--- config.mk ---
export PLATFORM = sky130hd
export DESIGN_NAME = reg_wb_ctrl
export DESIGN_NICKNAME = d
export VERILOG_FILES = /design/src/rtl/reg_wb_ctrl.sv
export SDC_FILE = /design/constraint.sdc
export NUM_CORES = 1
export LEC_CHECK = 0
export CAP_MARGIN = 20
export CORE_AREA = 2 2 209 160
export DETAILED_ROUTE_END_ITERATION = 6
export DIE_AREA = 0 0 211 162
export GPL_ROUTABILITY_DRIVEN = 1
export MAX_ROUTING_LAYER = met4
export PLACE_DENSITY = 0.83
export SLEW_MARGIN = 20
export SYNTH_ARGS = -nofsm -noshare
export SYNTH_HDL_FRONTEND = slang
export SYNTH_SLANG_ARGS = --single-unit
--- constraint.sdc ---
create_clock -name clk -period 3.4 [get_ports clk]
set_input_delay 0.51 -clock clk [delete_from_list [all_inputs] [get_ports clk]]
set_output_delay 0.51 -clock clk [all_outputs]
set_load 0.01 [all_outputs]
--- src/rtl/reg_wb_ctrl.sv ---
// reg_wb_ctrl: writeback controller for the 32x64 GPR file.
// Merges fixed-latency ALU results with late load results (buffered in a
// small FIFO), arbitrates the single register-file write port, and keeps a
// per-register busy scoreboard for loads that are still outstanding.
module reg_wb_ctrl #(
    parameter int DEPTH         = 4,
    parameter int STARVE_LIMIT  = 8,
    parameter int REG_FILE_BITS = 5,
    parameter int REG_SIZE      = 64
) (
    input  logic                        clk,
    input  logic                        rst_n,
    input  logic                        alu_valid,
    input  logic [REG_FILE_BITS-1:0]    alu_rd,
    input  logic [REG_SIZE-1:0]         alu_data,
    output logic                        alu_stall,
    input  logic                        mem_valid,
    output logic                        mem_ready,
    input  logic [REG_FILE_BITS-1:0]    mem_rd,
    input  logic [REG_SIZE-1:0]         mem_data,
    input  logic                        ld_issue_valid,
    input  logic [REG_FILE_BITS-1:0]    ld_issue_rd,
    output logic [2**REG_FILE_BITS-1:0] busy,
    output logic                        rf_we,
    output logic [REG_FILE_BITS-1:0]    rf_write_num,
    output logic [REG_SIZE-1:0]         rf_input_data,
    output logic                        err
);

    localparam int NREGS  = 2**REG_FILE_BITS;
    localparam int PTR_W  = (DEPTH > 1) ? $clog2(DEPTH) : 1;
    localparam int CNT_W  = $clog2(DEPTH + 1);
    localparam int WAIT_W = $clog2(STARVE_LIMIT + 1);
    localparam logic [CNT_W-1:0]  DEPTH_C = CNT_W'(DEPTH);
    localparam logic [WAIT_W-1:0] LIMIT_C = WAIT_W'(STARVE_LIMIT);

    // Load-result FIFO storage and bookkeeping
    logic [REG_FILE_BITS-1:0] r_fifo_rd   [DEPTH];
    logic [REG_SIZE-1:0]      r_fifo_data [DEPTH];
    logic [PTR_W-1:0]         r_wr_ptr;
    logic [PTR_W-1:0]         r_rd_ptr;
    logic [CNT_W-1:0]         r_count;
    logic [WAIT_W-1:0]        r_wait;
    logic                     r_alu_stall;
    logic                     r_err;
    logic [NREGS-1:1]         r_busy;

    // Register-file write port
    logic                     r_rf_we;
    logic [REG_FILE_BITS-1:0] r_rf_write_num;
    logic [REG_SIZE-1:0]      r_rf_input_data;

    logic                     w_empty;
    logic                     w_push;
    logic                     w_alu_wr;
    logic                     w_pop;
    logic [REG_FILE_BITS-1:0] w_head_rd;
    logic [REG_SIZE-1:0]      w_head_data;
    logic [CNT_W-1:0]         w_count_next;
    logic [WAIT_W-1:0]        w_wait_next;
    logic                     w_stall_next;
    logic                     w_err_next;
    logic [NREGS-1:1]         w_busy_next;

    assign w_empty     = (r_count == '0);
    assign mem_ready   = (r_count < DEPTH_C);
    // Loads targeting x0 are accepted but never enqueued.
    assign w_push      = mem_valid && mem_ready && (mem_rd != '0);
    assign w_head_rd   = r_fifo_rd[r_rd_ptr];
    assign w_head_data = r_fifo_data[r_rd_ptr];

    // An ALU result offered while stalled is discarded (and flagged below).
    assign w_alu_wr = alu_valid && (alu_rd != '0) && !r_alu_stall;
    // Pop when stalled, or when the ALU is not using the write port.
    // w_alu_wr already excludes the stalled case, so the two never coincide.
    assign w_pop    = !w_empty && (r_alu_stall || !w_alu_wr);

    assign w_count_next = r_count + CNT_W'(w_push) - CNT_W'(w_pop);

    // Starvation counter: counts cycles the FIFO head waits, saturating.
    always_comb begin
        w_wait_next = r_wait;
        if (w_empty || w_pop) begin
            w_wait_next = '0;
        end else if (r_wait < LIMIT_C) begin
            w_wait_next = r_wait + WAIT_W'(1);
        end
    end

    assign w_stall_next = (w_count_next == DEPTH_C) || (w_wait_next >= LIMIT_C);

    // Sticky error: ALU activity during stall, or a load issued to a busy rd.
    assign w_err_next = r_err
                      || (alu_valid && r_alu_stall)
                      || (ld_issue_valid && busy[ld_issue_rd]);

    // Per-register scoreboard next state; an issue beats a same-cycle pop.
    genvar gi;
    generate
        for (gi = 1; gi < NREGS; gi++) begin : g_busy
            assign w_busy_next[gi] =
                (ld_issue_valid && (ld_issue_rd == REG_FILE_BITS'(gi))) ? 1'b1 :
                (w_pop && (w_head_rd == REG_FILE_BITS'(gi)))            ? 1'b0 :
                r_busy[gi];
        end
    endgenerate

    assign busy = {r_busy, 1'b0};

    // FIFO payload storage; no reset needed, validity lives in r_count.
    always_ff @(posedge clk) begin
        if (w_push) begin
            r_fifo_rd[r_wr_ptr]   <= mem_rd;
            r_fifo_data[r_wr_ptr] <= mem_data;
        end
    end

    // FIFO pointers, counters, stall, scoreboard and error state.
    always_ff @(posedge clk or negedge rst_n) begin
        if (!rst_n) begin
            r_wr_ptr    <= '0;
            r_rd_ptr    <= '0;
            r_count     <= '0;
            r_wait      <= '0;
            r_alu_stall <= 1'b0;
            r_err       <= 1'b0;
            r_busy      <= '0;
        end else begin
            if (w_push) begin
                r_wr_ptr <= r_wr_ptr + PTR_W'(1);
            end
            if (w_pop) begin
                r_rd_ptr <= r_rd_ptr + PTR_W'(1);
            end
            r_count     <= w_count_next;
            r_wait      <= w_wait_next;
            r_alu_stall <= w_stall_next;
            r_err       <= w_err_next;
            r_busy      <= w_busy_next;
        end
    end

    // Register-file write port: load the selected write, hold num/data when idle.
    always_ff @(posedge clk or negedge rst_n) begin
        if (!rst_n) begin
            r_rf_we         <= 1'b0;
            r_rf_write_num  <= '0;
            r_rf_input_data <= '0;
        end else begin
            r_rf_we <= w_pop || w_alu_wr;
            if (w_pop) begin
                r_rf_write_num  <= w_head_rd;
                r_rf_input_data <= w_head_data;
            end else if (w_alu_wr) begin
                r_rf_write_num  <= alu_rd;
                r_rf_input_data <= alu_data;
            end
        end
    end

    assign alu_stall     = r_alu_stall;
    assign err           = r_err;
    assign rf_we         = r_rf_we;
    assign rf_write_num  = r_rf_write_num;
    assign rf_input_data = r_rf_input_data;

endmodule

# After elaboration in Yosys (flattened, before gate mapping)

Memories as Yosys holds them, arrays and structs flattened.
Cells that the tools add are included.

Register bits: 114
Bits in writable memories: 276
Input bits: 148
Output and inout bits: 105
Word-level logic and storage cells: 299
Memories kept: 2

Memories:

| name        | words | bits a word | rd ports | clocked after memory_dff | wr ports | RTL line | RTL |
|---|---|---|---|---|---|---|---|
| r_fifo_data | 4     | 64          | 1        | 0                        | 1        | 39       | `logic [REG_SIZE-1:0] r_fifo_data [DEPTH];` |
| r_fifo_rd   | 4     | 5           | 1        | 0                        | 1        | 38       | `logic [REG_FILE_BITS-1:0] r_fifo_rd [DEPTH];` |

Add/subtract/negate cells: 5
Magnitude comparators: 4
Eq/ne operators: 63
Mux-type cells: 72
Reduce and logical (&&, ||, !) cells: 113

Operators with widths:

| kind                  | count |
|---|---|
| $eq A5 B5 Y1 const B  | 32 |
| $mux W64              | 2 |
| $eq A5 B4 Y1 const B  | 16 |
| $logic_and A1 B1 Y1   | 69 |
| $mux W1               | 65 |
| $reduce_bool A2 Y1    | 32 |
| $eq A5 B3 Y1 const B  | 8 |
| $eq A5 B2 Y1 const B  | 4 |
| $eq A5 B1 Y1 const B  | 2 |
| $mux W5               | 2 |
| $reduce_bool A5 Y1    | 2 |
| $mux W4               | 2 |
| $logic_or A1 B1 Y1    | 6 |
| $lt A5 B6 Y1 const B  | 1 |
| $bmux W1 S5           | 1 |
| $add A2 B1 Y2 const B | 2 |
| $add A4 B1 Y4 const B | 1 |
| $ge A4 B4 Y1 const B  | 1 |
| $lt A4 B4 Y1 const B  | 1 |
| $add A3 B1 Y3         | 1 |
| $eq A3 B3 Y1 const B  | 1 |
| $logic_not A1 Y1      | 3 |
| $logic_not A3 Y1      | 1 |
| $lt A3 B3 Y1 const B  | 1 |
| $sub A3 B1 Y3         | 1 |

# Logic depth before layout (Yosys ltp)

Depth in word-level cells: 10
Depth in mapped cells: 11
Depth with buffers taken out: 9

# Least setup slack after synthesis

OpenSTA, ideal clock, no wires.

Path kind: input-to-reg
From: input mem_rd[1]
To: memory r_fifo_data[0][0] (enable)
Data arrival time: 2505 ps
Data required time: 2965 ps
Setup slack: 460 ps
Stages on the path: 3
Cells stage by stage: or3_1 > o311a_1 > and2_1

Longest elaborated chain between the ends: 4

RTL lines:

| element                       | RTL line | RTL |
|---|---|---|
| start: declaration            | 19       | `input logic [REG_FILE_BITS-1:0] mem_rd,` |
| $reduce_bool A5 Y1            | 68       | `assign w_push = mem_valid && mem_ready && (mem_rd != '0);` |
| $logic_and A1 B1 Y1           | 68       |  |
| $mux W1                       | 112      | `if (w_push) begin` |
| $mux W1 (not written as such) | 114      | `r_fifo_data[r_wr_ptr] <= mem_data;` |
| end: declaration              | 39       |  |

No other way between the ends.

# Worst setup path in the final report

From: input alu_rd[3]
To: register r_alu_stall, in the netlist alu_stall

Elaborated cells between the ends (all ways): 12
Those cells by class: 1 x add/sub; 1 x order compare; 1 x eq/ne; 1 x mux; 8 x reduce/logical

RTL lines:

| element                           | RTL line | RTL |
|---|---|---|
| start: declaration                | 14       | `input logic [REG_FILE_BITS-1:0] alu_rd,` |
| $reduce_bool A5 Y1                | 73       | `assign w_alu_wr = alu_valid && (alu_rd != '0) && !r_alu_stall;` |
| $logic_and A1 B1 Y1 (2 in series) | 73       |  |
| $logic_not A1 Y1                  | 76       | `assign w_pop = !w_empty && (r_alu_stall \|\| !w_alu_wr);` |
| $logic_or A1 B1 Y1                | 76       |  |
| $logic_and A1 B1 Y1               | 76       |  |
| $sub A3 B1 Y3                     | 78       | `assign w_count_next = r_count + CNT_W'(w_push) - CNT_W'(w_pop);` |
| named net w_count_next[1]         | 59       | `logic [CNT_W-1:0] w_count_next;` |
| $eq A3 B3 Y1                      | 90       | `assign w_stall_next = (w_count_next == DEPTH_C) \|\| (w_wait_next >= LIMIT_C);` |
| $logic_or A1 B1 Y1                | 90       |  |
| named net w_stall_next            | 61       | `logic w_stall_next;` |
| end signal: assignment            | 137      | `r_alu_stall <= w_stall_next;` |
| end: declaration                  | 44       | `logic r_alu_stall;` |

The timed path passes the listed nets, and every way through them passes these cells.
A chain may end at the register's enable or synchronous reset.

==> reports/results.ini <==
[logic_synthesis]
ys_types=51
synth_edf_count=276
ys_seq_elements=390
synth_ff_type=edfxtp_1
synth_fp_nets=1180
ys_async_sr_fraction_pct=29.2
ys_warn_count=0
seq_area_frac_synth_pct=70.0
syn_area_mm2=0.0159
synth.avg_cell_area_um2=15.5
syn_inst=1024

[critical_path]
rrSetupSlack_ns=1.01
cp_max_fo=2
path_cells=clkdlybuf4s50_1 -> or4_4 -> o21a_4 -> nor2_1 -> ha_1 -> inv_1 -> ha_1 -> fa_1 -> nor2_1 -> a21o_1
reg2reg_to=alu_stall$_DFF_PN0_
crit_path_end_kind=register
slowest_delay_ns=0.58
r2r-start=r_count[2]$_DFF_PN0_
startpoint_type=input port
arrival_ns=3.10
path_class=in2reg
slowest_stage=or4_4
ff2ff_path_depth=9
cp.required_ns=3.81

[sta]
worst_slack_ns=0.704
max_freq_mhz=371
slew_headroom_pct=28.4
slew_viol_final=0
tightest_slew_ns=1.07
fin_worst_skew_ns=0.0183
finalSetupViolations=0
final.setup.tns_ns=0
hold_viol=0
hold_slack_ns=0.492
fin_crit_sh_pct=79.3
min_period_ns=2.70
rsz0062_at_grt=false

[finish]
fin_cells=1712
syn_to_final_growth_pct=27.3
fill_cells=2262
nets=1416
drive_above_1_share_pct=13.9
final_cell_mix=276 x edfxtp_1, 250 x clkdlybuf4s50_1, 112 x dfrtp_1, 75 x mux4_2, 74 x o21ai_0
final_common_cell=edfxtp_1
final_util_pct=63.3

[floorplan]
rows=57
start_util_pct=49.7
core_mm2=0.0320
die-area_mm2=0.0342
ios=253
die_y_um=162
die_x_um=211

[power_and_ir_drop]
leakagePower_nw=7.20
ir_worst_vdd_mv=0.655
swShare_pct=31.4
seq_power_share_pct=40.6
clkPwrFrac_pct=26.4
power_frac_comb_pct=33.0
net-switching-power_mw=5.24
powerDensity_mw_per_mm2=823
p_int_mw=11.4

[placed_design]
finalWeightedCongestion=0.896
dp_slack_ns=0.194
dp_cells=1631
dp.final_hpwl_um=24500
portBuffers=251

[global_routing]
grt_pass1_vias=10500
grt_pass1_wl_um=61500
grt_max_degree=117
antenna_found_initial=9
grtUsageTotal_pct=24.5
grt.overflow.total=0

[min_path]
hold_path_class=in2async

[clocking]
cts_sinks=390
numCtsBuffers=39
clk_path_buf_depth=3
worstSkewPairLatency_ns=0.53
cts_tree=done
cts.clk_slew.worst_paths_ns=0.06
htree_levels=2
root_buffer=clkbuf_16
cts_resized=0

[drt]
first_iter_violations=984
routed_wl_um=40200
vias_per_cell=6.02
drt_first_pass_iters=7
vias=10300
ant_nets=0
drc_errors=0
wire_per_inst_um=23.5

[flow_run]
cap_violations=0

[run_status]
outcome=complete, no violations

flip-flops by register name (all words and copies together), names as in the netlist:
signal / cells
r_busy: 31
r_wr_ptr: 2
r_fifo_data: 256
r_rd_ptr: 2
rf_write_num: 5
r_fifo_rd: 20
rf_input_data: 64
r_wait: 4
rf_we: 1
alu_stall: 1
err: 1
r_count: 3
through the flow:
stage	cell area (µm²)	total power, mW
after global routing	20300	17.4
final	20300	16.7
after global placement	18900	12.2
after detailed placement	18900	12.3
after floorplan	15900	9.96
after CTS	20200	16.8
Yosys cell counts, types with 10 or more instances:
cell      instances  area share [%]
edfxtp_1        276              52
dfrtp_1         114              18
mux4_2           75              11
o21ai_0          74             2.3
a31oi_1          68             2.7
nor3_1           62             2.0
nand3_1          55             1.7
nand2_1          51             1.2
clkbuf_1         46             1.1
inv_1            40            0.94
nor2_1           24            0.57
a21oi_1          16            0.50
buf_2            13            0.41
o221ai_1         12            0.66
buf_1            10            0.24
worst max-delay path by stage:
stage,from,to,slack [ns],cells after the start
final,alu_rd[3],alu_stall$_DFF_PN0_,0.70,10
after global routing,alu_rd[3],alu_stall$_DFF_PN0_,0.66,10
after CTS,alu_rd[3],alu_stall$_DFF_PN0_,0.73,10
after detailed placement,alu_rd[3],alu_stall$_DFF_PN0_,0.19,10
after global placement,alu_rd[3],alu_stall$_DFF_PN0_,0.28,10
after floorplan,mem_rd[1],r_fifo_data[0][0]$_DFFE_PP_,0.46,3
critical path, delay by kind of cell:
kind,cells,cell delay (ns)
adder cells (fa/ha/maj),3,0.88
AND/OR/NAND/NOR,3,0.83
buffers and inverters,2,0.49
AO/OA/AOI/OAI,2,0.41
logic make-up (layout without fill, tap and decap cells):
| logic type | count (synthesis) | after routing | share of synthesized area, % |
|---|---|---|---|
| compound gates | 185 | 185 | 6.90 |
| flops | 390 | 390 | 70.0 |
| other cells | 1 | 10 | 0.0236 |
| mux | 81 | 81 | 11.0 |
| xor+xnor | 7 | 7 | 0.385 |
| fa+ha+maj | 8 | 8 | 0.676 |
| buf+inv | 117 | 383 | 3.12 |
| simple gates | 235 | 235 | 7.88 |
power by group through the flow:
stage,registers [mW],logic [mW],clock network (mW)
after CTS,6.76,5.56,4.47
after global placement,6.79,5.42,0
after detailed placement,6.83,5.51,0
after floorplan,6.86,3.10,0
after global routing,6.85,5.93,4.65
final,6.76,5.51,4.40
area by class of cell:
type	instances	area, µm²	share of cell area, %
clock buffers	54	1090	5.40
inverters	40	150	0.741
repair buffers	272	2780	13.7
clock inverters	17	230	1.14
multi-input cells	517	4310	21.3
diodes	9	22.5	0.111
flip-flops and latches	390	11100	55.0
well taps	413	517	2.55
layer usage:
metal	part of all wire [%]	track usage (%)
met5	0	-
met4	1.5	5.63
met3	9.9	6.65
met2	48	38.1
met1	40	32.7
repair_timing:
action	4_1_cts	5_1_grt
setup endpoints to repair	0	0
hold buffers	1	0
buffers inserted	0	0
endpoints found under the hold margin	24	0
No activity file was read; power rests on OpenSTA's default activity.
